===== src/rtl/y86_pkg.sv =====
// Shared Y86 encodings for the execute stage: icodes, condition ifuns and status codes.
package y86_pkg;

  localparam logic [3:0] IcodeHalt   = 4'd0;
  localparam logic [3:0] IcodeCmovxx = 4'd2;
  localparam logic [3:0] IcodeOpq    = 4'd6;
  localparam logic [3:0] IcodeJxx    = 4'd7;

  // ifun values selecting a branch / conditional-move condition
  typedef enum logic [3:0] {
    CondAlways = 4'd0,
    CondLe     = 4'd1,
    CondL      = 4'd2,
    CondE      = 4'd3,
    CondNe     = 4'd4,
    CondGe     = 4'd5,
    CondG      = 4'd6
  } cond_e;

  // Status AOK/HLT/ADR/INS packed into two bits
  typedef enum logic [1:0] {
    StatAok = 2'd0,
    StatHlt = 2'd1,
    StatAdr = 2'd2,
    StatIns = 2'd3
  } stat_e;

endpackage


===== src/rtl/cond_eval.sv =====
// Combinational evaluation of a Y86 condition (ifun) against the condition codes.
module cond_eval
  import y86_pkg::*;
(
  input  logic [3:0] ifun,
  input  logic       zf,
  input  logic       sf,
  input  logic       of,
  output logic       cnd
);

  // Decode ifun; undefined conditions (7..15) never fire
  always_comb begin
    cnd = 1'b0;
    unique case (ifun)
      CondAlways: cnd = 1'b1;
      CondLe:     cnd = (sf ^ of) | zf;
      CondL:      cnd = sf ^ of;
      CondE:      cnd = zf;
      CondNe:     cnd = ~zf;
      CondGe:     cnd = ~(sf ^ of);
      CondG:      cnd = ~(sf ^ of) & ~zf;
      default:    cnd = 1'b0;
    endcase
  end

endmodule


===== src/rtl/execute_cc_stage.sv =====
// Execute-stage condition-code register and registered result with valid/ready handshake.
module execute_cc_stage
  import y86_pkg::*;
#(
  parameter int unsigned WIDTH = 64
) (
  input  logic             clk,
  input  logic             rst,
  input  logic             in_valid,
  output logic             in_ready,
  input  logic [3:0]       in_icode,
  input  logic [3:0]       in_ifun,
  input  logic [WIDTH-1:0] alu_result,
  input  logic             alu_overflow,
  input  logic [1:0]       in_stat,
  input  logic             flush,
  input  logic             out_ready,
  output logic             out_valid,
  output logic [WIDTH-1:0] out_valE,
  output logic [3:0]       out_icode,
  output logic             out_cnd,
  output logic             cc_zf,
  output logic             cc_sf,
  output logic             cc_of
);

  logic             out_valid_q, out_valid_d;
  logic [WIDTH-1:0] out_vale_q, out_vale_d;
  logic [3:0]       out_icode_q, out_icode_d;
  logic             out_cnd_q, out_cnd_d;
  logic             zf_q, zf_d;
  logic             sf_q, sf_d;
  logic             of_q, of_d;
  logic             xfer;
  logic             cnd;

  // Condition is judged on the CC already registered, never this cycle's update
  cond_eval u_cond_eval (
    .ifun (in_ifun),
    .zf   (zf_q),
    .sf   (sf_q),
    .of   (of_q),
    .cnd  (cnd)
  );

  // Handshake, output register and CC next-state
  always_comb begin
    in_ready    = ~out_valid_q | out_ready;
    xfer        = in_valid & in_ready & ~flush;
    out_valid_d = out_valid_q;
    out_vale_d  = out_vale_q;
    out_icode_d = out_icode_q;
    out_cnd_d   = out_cnd_q;
    zf_d        = zf_q;
    sf_d        = sf_q;
    of_d        = of_q;
    if (flush) begin
      out_valid_d = 1'b0;
    end else if (xfer) begin
      out_valid_d = 1'b1;
    end else if (out_ready) begin
      out_valid_d = 1'b0;
    end
    if (xfer) begin
      out_vale_d  = alu_result;
      out_icode_d = in_icode;
      out_cnd_d   = ((in_icode == IcodeJxx) || (in_icode == IcodeCmovxx)) ? cnd : 1'b0;
      if ((in_icode == IcodeOpq) && (in_stat == StatAok)) begin
        zf_d = (alu_result == '0);
        sf_d = alu_result[WIDTH-1];
        of_d = alu_overflow;
      end
    end
  end

  // State registers; reset leaves ZF set as if the last result were zero
  always_ff @(posedge clk or posedge rst) begin
    if (rst) begin
      out_valid_q <= 1'b0;
      out_vale_q  <= '0;
      out_icode_q <= IcodeHalt;
      out_cnd_q   <= 1'b0;
      zf_q        <= 1'b1;
      sf_q        <= 1'b0;
      of_q        <= 1'b0;
    end else begin
      out_valid_q <= out_valid_d;
      out_vale_q  <= out_vale_d;
      out_icode_q <= out_icode_d;
      out_cnd_q   <= out_cnd_d;
      zf_q        <= zf_d;
      sf_q        <= sf_d;
      of_q        <= of_d;
    end
  end

  assign out_valid = out_valid_q;
  assign out_valE  = out_vale_q;
  assign out_icode = out_icode_q;
  assign out_cnd   = out_cnd_q;
  assign cc_zf     = zf_q;
  assign cc_sf     = sf_q;
  assign cc_of     = of_q;

endmodule


===== config.mk =====
export PLATFORM = sky130hd
export DESIGN_NAME = execute_cc_stage
export DESIGN_NICKNAME = d
export VERILOG_FILES = /design/src/rtl/y86_pkg.sv /design/src/rtl/cond_eval.sv /design/src/rtl/execute_cc_stage.sv
export SDC_FILE = /design/constraint.sdc
export NUM_CORES = 1
export LEC_CHECK = 0
export ABC_AREA = 1
export BUFFER_PORTS_ARGS = -buffer_cell sky130_fd_sc_hd__buf_2
export CAP_MARGIN = 30
export CORE_AREA = 2 2 93 95
export DETAILED_ROUTE_END_ITERATION = 16
export DIE_AREA = 0 0 95 97
export GPL_TIMING_DRIVEN = 0
export PLACE_DENSITY_LB_ADDON = 0.05
export SLEW_MARGIN = 20
export SYNTH_ARGS = -nofsm -noshare
export SYNTH_HDL_FRONTEND = slang
export SYNTH_HIERARCHICAL = 1
export SYNTH_SLANG_ARGS = --single-unit

===== constraint.sdc =====
create_clock -name clk -period 2.6 [get_ports clk]
set_input_delay 0.26 -clock clk [delete_from_list [all_inputs] [get_ports clk]]
set_output_delay 0.26 -clock clk [all_outputs]
set_load 0.005 [all_outputs]

==> results of run 1 <==
-- state kept, by name, indices dropped and copies added (netlist names) --
signal,flops
out_valE,64
out_icode,4
cc_of,1
cc_sf,1
cc_zf,1
out_cnd,1
out_valid,1
-- metal layers --
| layer | track usage, % | vias up | wire length [um] |
|---|---|---|---|
| met4 | 5.35 | 0 | 74 |
| li1 | - | 1549 | - |
| met3 | 6.00 | 7 | 668 |
| met2 | 31.8 | 99 | 3900 |
| met1 | 22.4 | 1355 | 3440 |
| met5 | 0 | - | 0 |
-- final timing paths --
| check | cells after the start | slack, ns | endpoint | from |
|---|---|---|---|---|
| max | 4 | 1.27 | in_ready | out_valid$_DFFE_PP0P_ |
| min in group asynchronous | 3 | 0.44 | out_valE[53]$_DFFE_PP0P_ | rst |
| max in group asynchronous | 4 | 1.56 | cc_zf$_DFFE_PP1P_ | rst |
| min reg2reg | 2 | 0.47 | out_valE[9]$_DFFE_PP0P_ | out_valE[9]$_DFFE_PP0P_ |
| max reg2reg | 6 | 1.36 | out_cnd$_DFFE_PP0P_ | cc_zf$_DFFE_PP1P_ |
| min | 3 | 0.14 | out_valE[16]$_DFFE_PP0P_ | alu_result[16] |
-- tightest hold or removal path: cells and delay by family --
family / cells / cell delay (ns)
and+or+nand+nor: 2 / 0.10
buffers and inverters: 1 / 0.08
-- metrics by stage --
step	hold WS, ns	TNS (ns)	total power [uW]	cell area, um^2
finish	0.137	0	3050	4380
global placement	0.448	-38.75	1930	4080
global route	0.119	0	3240	4380
floorplan	0.368	0	1640	3180
CTS	0.121	0	3100	4380
detailed placement	0.246	0	1950	4110
-- logic make-up after synthesis --
family	synth area share [%]
and+or+nand+nor	34.4
DFF	57.5
buffers and inverters	5.94
AOI/OAI and AO/OA	2.16
-- layout by cell type, fill, tap and decap left out --
cell type | netlist | routed
nor2_1 | 49 | 49
clkinvlp_4 | 0 | 1
nand3_2 | 2 | 2
nor3_1 | 2 | 2
bufinv_16 | 0 | 3
dfrtp_1 | 72 | 72
o21ai_0 | 11 | 11
dlygate4sd3_1 | 0 | 1
a21oi_1 | 1 | 1
dfstp_2 | 1 | 1
buf_4 | 2 | 2
nor2_4 | 1 | 1
buf_6 | 6 | 6
a21oi_2 | 1 | 1
nand2_2 | 1 | 1
clkbuf_8 | 0 | 12
buf_16 | 0 | 1
buf_2 | 7 | 160
nor2_2 | 1 | 1
inv_2 | 3 | 3
inv_1 | 16 | 15
nand4_1 | 2 | 2
nand2_1 | 220 | 220
inv_4 | 0 | 1
nand3_1 | 4 | 4
-- report_power, final --
group	leakage (uW)	switching, uW	total, uW	internal [uW]
sequential	0.000908	84.4	1380	1300
clock	0.000129	413	1130	717
combinational	0.00151	279	534	254
-- area by class of cell --
class,instances,area share (%)
well taps,105,3.00
multi-input cells,295,26.6
clock inverters,4,2.23
clock buffers,12,3.77
repair buffers,155,18.3
inverters,19,1.68
flip-flops and latches,73,41.7
plain buffers,15,2.68
-- timing repair --
| action | CTS | global route |
|---|---|---|
| setup endpoints to repair | 0 | 0 |
| hold endpoints to repair | 21 | 0 |
| hold buffers | 1 | 0 |
==> flow_summary.toml, run 1 <==
[timing]
finalCriticalPeriod_ns = 1.33
relSlewSlack_pct = 79.7
hold_violations = 0
finalCritPeriodShare_pct = 51.0
fmax_mhz = 754
layout_setup_ws_ns = 1.27
slew_violations = 0
finalClockSkew_ns = 0.0139
finalSetupViolations = 0
rsz0062_at_grt = "no"
tightest_slew_ns = 0.304

[synthesis]
ys_seq_area_share_pct = 57.5
synth_cell_type_count = 19
synthTopCellsByCount = "nand2_1, dfrtp_1, nor2_1"
ys_ff_latch = 73
syn-num-nets = 482
synth_warnings = 6
yosysMostFrequentCell = "nand2_1"
synth_top_cell_by_area = "dfrtp_1"
netlist_area_um2 = 3180
synth_top_area_share_pct = 56.6
avgSynthCellArea_um2 = 7.91
netlist_top_cells_area = "dfrtp_1, nand2_1, nor2_1"
ys.flop_type = "dfrtp_1"
syn_inst = 402
ys_async_sr_fraction_pct = 100
synth_edf_count = 0

[die]
start_util_pct = 39.1
coreArea_um2 = 8130
rows = 33
dieWidth_um = 95
die_height_um = 97
io_pins = 154
die_area_um2 = 9220

[cts]
cts.sinks = 73
cts_buffer_depth = 2
cts_root_buffer = "clkbuf_8"
cts-htree-levels = 3
cts_buffers = 9
clk_latency_ns = 0.33
cts_tree = "done"
clk_pin_slew_ns = 0.08
cts_resized = 0
postCtsSetupRepairBufs = 0

[global_routing]
grt_max_degree = 53
antenna_found_initial = 0
grt_usage_pct = 18.7
grt_overflow = 0
grt_pass1_vias = 2953
grt_pass1_wl_mm = 13.6

[route]
antenna_left = 0
vias = 3010
drc = 0
wl_mm = 8.08
wl_per_cell_um = 11.9
viasPerCell = 4.44
first_pass_iters = 4
drt_iter0_drc = 112

[critical_path]
cp_max_fo = 2
cp-end-kind = "output pin"
crit_family = "flip-flops"
timing.critical_path.buf_inv = 3
arrival_ns = 1.07
critPathRequiredTime_ns = 2.34
slowest_delay_ns = 0.36
startpoint_type = "flip-flop"
critPathSlowestCell = "dfrtp_1"
crit_chain = "inv_2 > nor2_2 > inv_1 > buf_2"
worstSetupPathType = "flip-flop to output pin"

[outcome]
status = "finished, final reports clean"

[placed_design]
dp_hpwl_mm = 6.21
place_inst = 661
io_buffers = 153
dp_slack_ns = 1.36
gp_congestion = 0.741

[finish]
diodes = 0
layout.nets = 648
nFillCells = 850
regArea_um2 = 1830
multi_input_area_um2 = 1160
final_cells = 678
finish.utilization_pct = 53.9
syn2layout_area_growth_pct = 37.7
drive_above_1_share_pct = 34.2

[power]
p_leak_uw = 0.00254
ir_drop_mv = 0.381
power_density_nw_per_um2 = 696

[flow_run]
cap_violations = 0

[hold_path]
hp-class = "primary input to flip-flop"
No activity file was read; power rests on OpenSTA's default activity.
==> inputs of run 2 (changes only) <==
==> constraint.sdc (replaced) <==
create_clock -name clk -period 1.3 [get_ports clk]
set_input_delay 0.13 -clock clk [delete_from_list [all_inputs] [get_ports clk]]
set_output_delay 0.13 -clock clk [all_outputs]
set_load 0.005 [all_outputs]
==> run 2 against run 1 <==
Sequential power rose by 100%. Highest routed layer unchanged. Power rose by 97%. Setup slack got worse by 1.2 ns. Register-to-register slack got worse by 1.3 ns. First-iteration DRC count fell by 14%.
==> flow_summary.toml, run 2 (same netlist as run 1, synthesis figures left out) <==
[outcome]
status = "finished, final reports clean"

[die]
rows = 33
coreArea_um2 = 8130
dieWidth_um = 95
io_pins = 154
die_area_um2 = 9220
die_height_um = 97
start_util_pct = 39.1

[finish]
finish.utilization_pct = 59.8
mostFrequentLayoutCell = "nand2_1"
largest_reg_flops = 64
drive_above_1_share_pct = 32.2
layout.nets = 696
layout_common_cells = "nand2_1, buf_2, dfrtp_1, dlygate4sd3_1, nor2_1"
syn2layout_area_growth_pct = 52.8
diodes = 0

[timing]
fmax_mhz = 810
slew_violations = 0
tightest_slew_ns = 0.717
relSlewSlack_pct = 52.1
finalSetupViolations = 0
finalClockSkew_ns = 0.00382
finalCritPeriodShare_pct = 94.9
finalCriticalPeriod_ns = 1.23
hold_ws_ns = 0.00965
hold_violations = 0
rsz0062_at_grt = "no"

[critical_path]
cp-end-kind = "flip-flop"
critPathRequiredTime_ns = 1.53
cp_max_fo = 10
worstSetupPathType = "primary input to flip-flop"
startpoint_type = "primary input"
arrival_ns = 1.46

[cts]
cts_root_buffer = "clkbuf_8"
cts_tree = "done"
clk_latency_ns = 0.34
cts_buffer_depth = 2
cts-htree-levels = 3
cts_buffers = 9
cts.sinks = 73
clk_pin_slew_ns = 0.07

[global_routing]
antenna_found_initial = 0
grt_pass1_vias = 3067
grt_overflow = 0
grt_usage_pct = 19.7
grt_max_degree = 31
grt_pass1_wl_mm = 14.2

[route]
wl_mm = 8.73
first_pass_iters = 5
drt_iter0_drc = 96
wl_per_cell_um = 12.0
viasPerCell = 4.39
drc = 0
vias = 3187
antenna_left = 0

[power]
p_leak_uw = 0.00274
power_density_nw_per_um2 = 1230
ir_drop_mv = 0.624

[placed_design]
gp_congestion = 0.790
dp_hpwl_mm = 6.24
io_buffers = 153

[hold_path]
hp-class = "primary input to flip-flop"

[flow_run]
cap_violations = 0
==> run 2: changes by cell type in the layout (fill, tap and decap cells not counted), moves of 2 or more <==
cell	change
buf_2	-4
buf_4	+2
buf_6	-2
buf_8	+2
clkbuf_4	+2
clkinv_2	+2
dlygate4sd3_1	+47
nor2_1	-2
nor2_2	+2
o21ai_0	-2
o21ai_1	+2
==> run 2: final cells by class <==
type | count | area, um^2
fillers | 775 | 3270
flip-flops and latches | 73 | 1830
repair buffers | 203 | 1290
multi-input cells | 295 | 1170
clock buffers | 11 | 151
plain buffers | 15 | 135
well taps | 105 | 131
clock inverters | 5 | 77.6
inverters | 19 | 75.1
==> run 2: repair_timing <==
| item | CTS | global route |
|---|---|---|
| endpoints found under the setup margin | 0 | 43 |
| endpoints found under the hold margin | 72 | 0 |
| gates resized for setup | 0 | 13 |
| setup buffers | 0 | 0 |
| hold buffers | 48 | 0 |
==> run 2: path summary, 6_finish.rpt <==
path | slack, ns | start | cells after the start | end
worst max-delay path | 0.07 | flush | 10 | out_valE[32]$_DFFE_PP0P_
max in group asynchronous | 0.27 | rst | 4 | out_valE[34]$_DFFE_PP0P_
worst min-delay path | 0.01 | alu_result[57] | 3 | out_valE[57]$_DFFE_PP0P_
worst max register to register | 0.10 | cc_zf$_DFFE_PP1P_ | 7 | out_cnd$_DFFE_PP0P_
min in group asynchronous | 0.44 | rst | 3 | out_valE[14]$_DFFE_PP0P_
worst min register to register | 0.47 | out_valE[46]$_DFFE_PP0P_ | 2 | out_valE[46]$_DFFE_PP0P_
==> run 2: per-layer routing <==
layer	routed length, um	track usage, %	part of all wire, %
met4	138	6.91	1.6
met3	602	5.22	6.9
met1	3880	25.6	44
met2	4110	31.5	47
met5	0	0	0
==> run 2: worst max-delay path, stage by stage <==
cell and delay, ns:
dlygate4sd3_1 0.53, buf_2 0.13, inv_2 0.04, nand2_2 0.05, nor2_4 0.11, inv_2 0.07, buf_8 0.15, buf_6 0.14
nand2_1 0.06, nand2_1 0.05
==> run 2: metrics by stage <==
step                std cells  total power (uW)  area, um^2  setup WS [ns]  TNS (ns)
finish                    726              5990        4860         0.0658         0
global route              726              6360        4860        0.00376         0
CTS                       726              6060        4840         0.0238         0
detailed placement        662              3910        4130         0.0579         0
global placement          660              3870        4080         -0.255    -18.10
floorplan                 402              3290        3190          0.191         0
==> run 2: where the power goes <==
part	switching [uW]	internal, uW
Combinational	587	613
Clock	839	1180
Sequential	174	2600
Total	1600	4390
==> inputs of run 3 (changes only) <==
--- a/config.mk
+++ b/config.mk
@@ -6,11 +6,11 @@
 export NUM_CORES = 1
 export LEC_CHECK = 0
 export ABC_AREA = 1
-export BUFFER_PORTS_ARGS = -buffer_cell sky130_fd_sc_hd__buf_2
 export CAP_MARGIN = 30
 export CORE_AREA = 2 2 93 95
 export DETAILED_ROUTE_END_ITERATION = 16
 export DIE_AREA = 0 0 95 97
+export DONT_BUFFER_PORTS = 1
 export GPL_TIMING_DRIVEN = 0
 export PLACE_DENSITY_LB_ADDON = 0.05
 export SLEW_MARGIN = 20
==> run 3 against run 2 <==
Combinational power fell by 38%. Core utilization fell by 6.4 points. First-iteration DRC count rose by 1.0%. Fmax fell by 0.26%. Largest cell class unchanged. Clock skew rose by 0.0035 ns. Register-to-register slack got worse by 0.02 ns.
==> flow_summary.toml, run 3 (same netlist as run 1, synthesis figures left out) <==
[die]
die_area_um2 = 9220
die_height_um = 97
coreArea_um2 = 8130
dieWidth_um = 95
start_util_pct = 39.1
rows = 33
io_pins = 154

[hold_path]
holdPathStages = 3
min_to = "out_valid$_DFFE_PP0P_"
hp-class = "primary input to flip-flop"
min-delay-start = "out_ready"

[timing]
finalSetupViolations = 0
finalCritPeriodShare_pct = 95.2
rsz0062_at_grt = "yes"
slew_violations = 0
hold_violations = 0
fmax_mhz = 808
finalClockSkew_ns = 0.00737
finalCriticalPeriod_ns = 1.24
relSlewSlack_pct = 78.1
tightest_slew_ns = 0.328

[power]
p_leak_uw = 0.00219
p_sw_share_pct = 27.0
p_switching_uw = 1510
ir_drop_mv = 0.613
power_density_nw_per_um2 = 1290
combinationalPowerShare_pct = 13.3
seqPwrFrac_pct = 51.5
clkPwrFrac_pct = 35.2
internal_power_uw = 4090

[route]
drc = 0
first_pass_iters = 4
wl_mm = 8.57
drt_iter0_drc = 97
wl_per_cell_um = 14.4
antenna_left = 0
vias = 2785
viasPerCell = 4.66

[cts]
cts_tree = "done"
postCtsSetupRepairBufs = 0
clk_pin_slew_ns = 0.08
cts-htree-levels = 3
cts_buffer_depth = 2
cts_buffers = 9
clk_latency_ns = 0.35
cts.sinks = 73
cts_root_buffer = "clkbuf_8"

[critical_path]
cp_max_fo = 10
rr_worst_depth = 8
r2r_end = "out_valE[48]$_DFFE_PP0P_"
arrival_ns = 1.47
worst_r2r_startpoint = "out_valid$_DFFE_PP0P_"
crit_path_start = "flush"
startpoint_type = "primary input"
cp-end-kind = "flip-flop"
critPathRequiredTime_ns = 1.54
reg2reg_setup_slack_ns = 0.08
worstSetupPathType = "primary input to flip-flop"

[finish]
regArea_um2 = 1830
syn2layout_area_growth_pct = 36.6
layout.nets = 568
mostFrequentLayoutCell = "nand2_1"
design_area_um2 = 4350
nFillCells = 797
layout_common_cells = "nand2_1, dfrtp_1, dlygate4sd3_1, nor2_1, inv_1"
diodes = 0
drive_above_1_share_pct = 9.76
multi_input_area_um2 = 1180
largest_reg_flops = 64
finish.utilization_pct = 53.4

[placed_design]
place_area_um2 = 3380
gp_congestion = 0.776
io_buffers = 0
dp_hpwl_mm = 6.05

[global_routing]
grt_usage_pct = 19.3
grt_pass1_wl_mm = 13.9
grt_max_degree = 27
use_met2_pct = 31.9
top_usage_layer = "met2"
grt_use_met1_pct = 21.9
grt_pass1_vias = 2988
gr-usage-met3_pct = 7.01
grt_overflow = 0
antenna_found_initial = 0

[flow_run]
cap_violations = 0

[outcome]
status = "finished, final reports clean"
[run 3: final cells by class]
type | instances | share of cell area [%]
well taps | 105 | 3.02
flip-flops and latches | 73 | 42.1
clock buffers | 10 | 3.17
inverters | 19 | 1.73
repair buffers | 75 | 18.1
multi-input cells | 295 | 27.1
clock inverters | 5 | 1.84
plain buffers | 15 | 2.91
[run 3: worst max path at each step]
| stage | end | slack [ns] |
|---|---|---|
| CTS | out_cnd$_DFFE_PP0P_ | 0.004 |
| detailed placement | out_cnd$_DFFE_PP0P_ | 0.03 |
| floorplan | out_cnd$_DFFE_PP0P_ | 0.19 |
| finish | out_valE[48]$_DFFE_PP0P_ | 0.06 |
| global placement | out_valE[46]$_DFFE_PP0P_ | -0.12 |
| global route | out_cnd$_DFFE_PP0P_ | -0.02 |
[run 3: worst max-delay path: stages]
cell,delay [ns]
dlygate4sd3_1,0.57
inv_2,0.07
nand2_2,0.06
nor2_4,0.15
inv_2,0.07
buf_6,0.15
buf_6,0.15
nand2_1,0.06
nand2_1,0.05
[run 3: per-stage QoR]
step	power (uW)	hold WS (ns)	TNS (ns)	setup WS [ns]	cells
final	5600	0.00130	0	0.0626	597
after global routing	5940	0.00527	-0.0176	-0.0176	597
after CTS	5670	0.000720	0	0.00383	597
after detailed placement	3500	-0.0145	0	0.0251	510
after global placement	3450	0.243	-8.26	-0.118	507
after floorplan	3290	0.238	0	0.191	402
[run 3: metal layers]
metal  up-vias  wire, um  part of all wire [%]
met2       120      3940                    46
met3        19       906                    11
met5         -         0                     0
li1       1385         -                     -
met4         0       229                   2.7
met1      1261      3500                    41
[run 3: timing repair]
action	in CTS	in global routing
endpoints found under the hold margin	102	0
resized for setup	0	10
hold buffers	72	0
endpoints found under the setup margin	0	17
[run 3: power by group through the flow]
stage,sequential (uW),clock (uW),combinational [uW]
after floorplan,2840,0,444
after global placement,2930,0,526
after detailed placement,2930,0,572
after CTS,2890,2030,749
after global routing,2930,2140,865
final,2890,1970,747
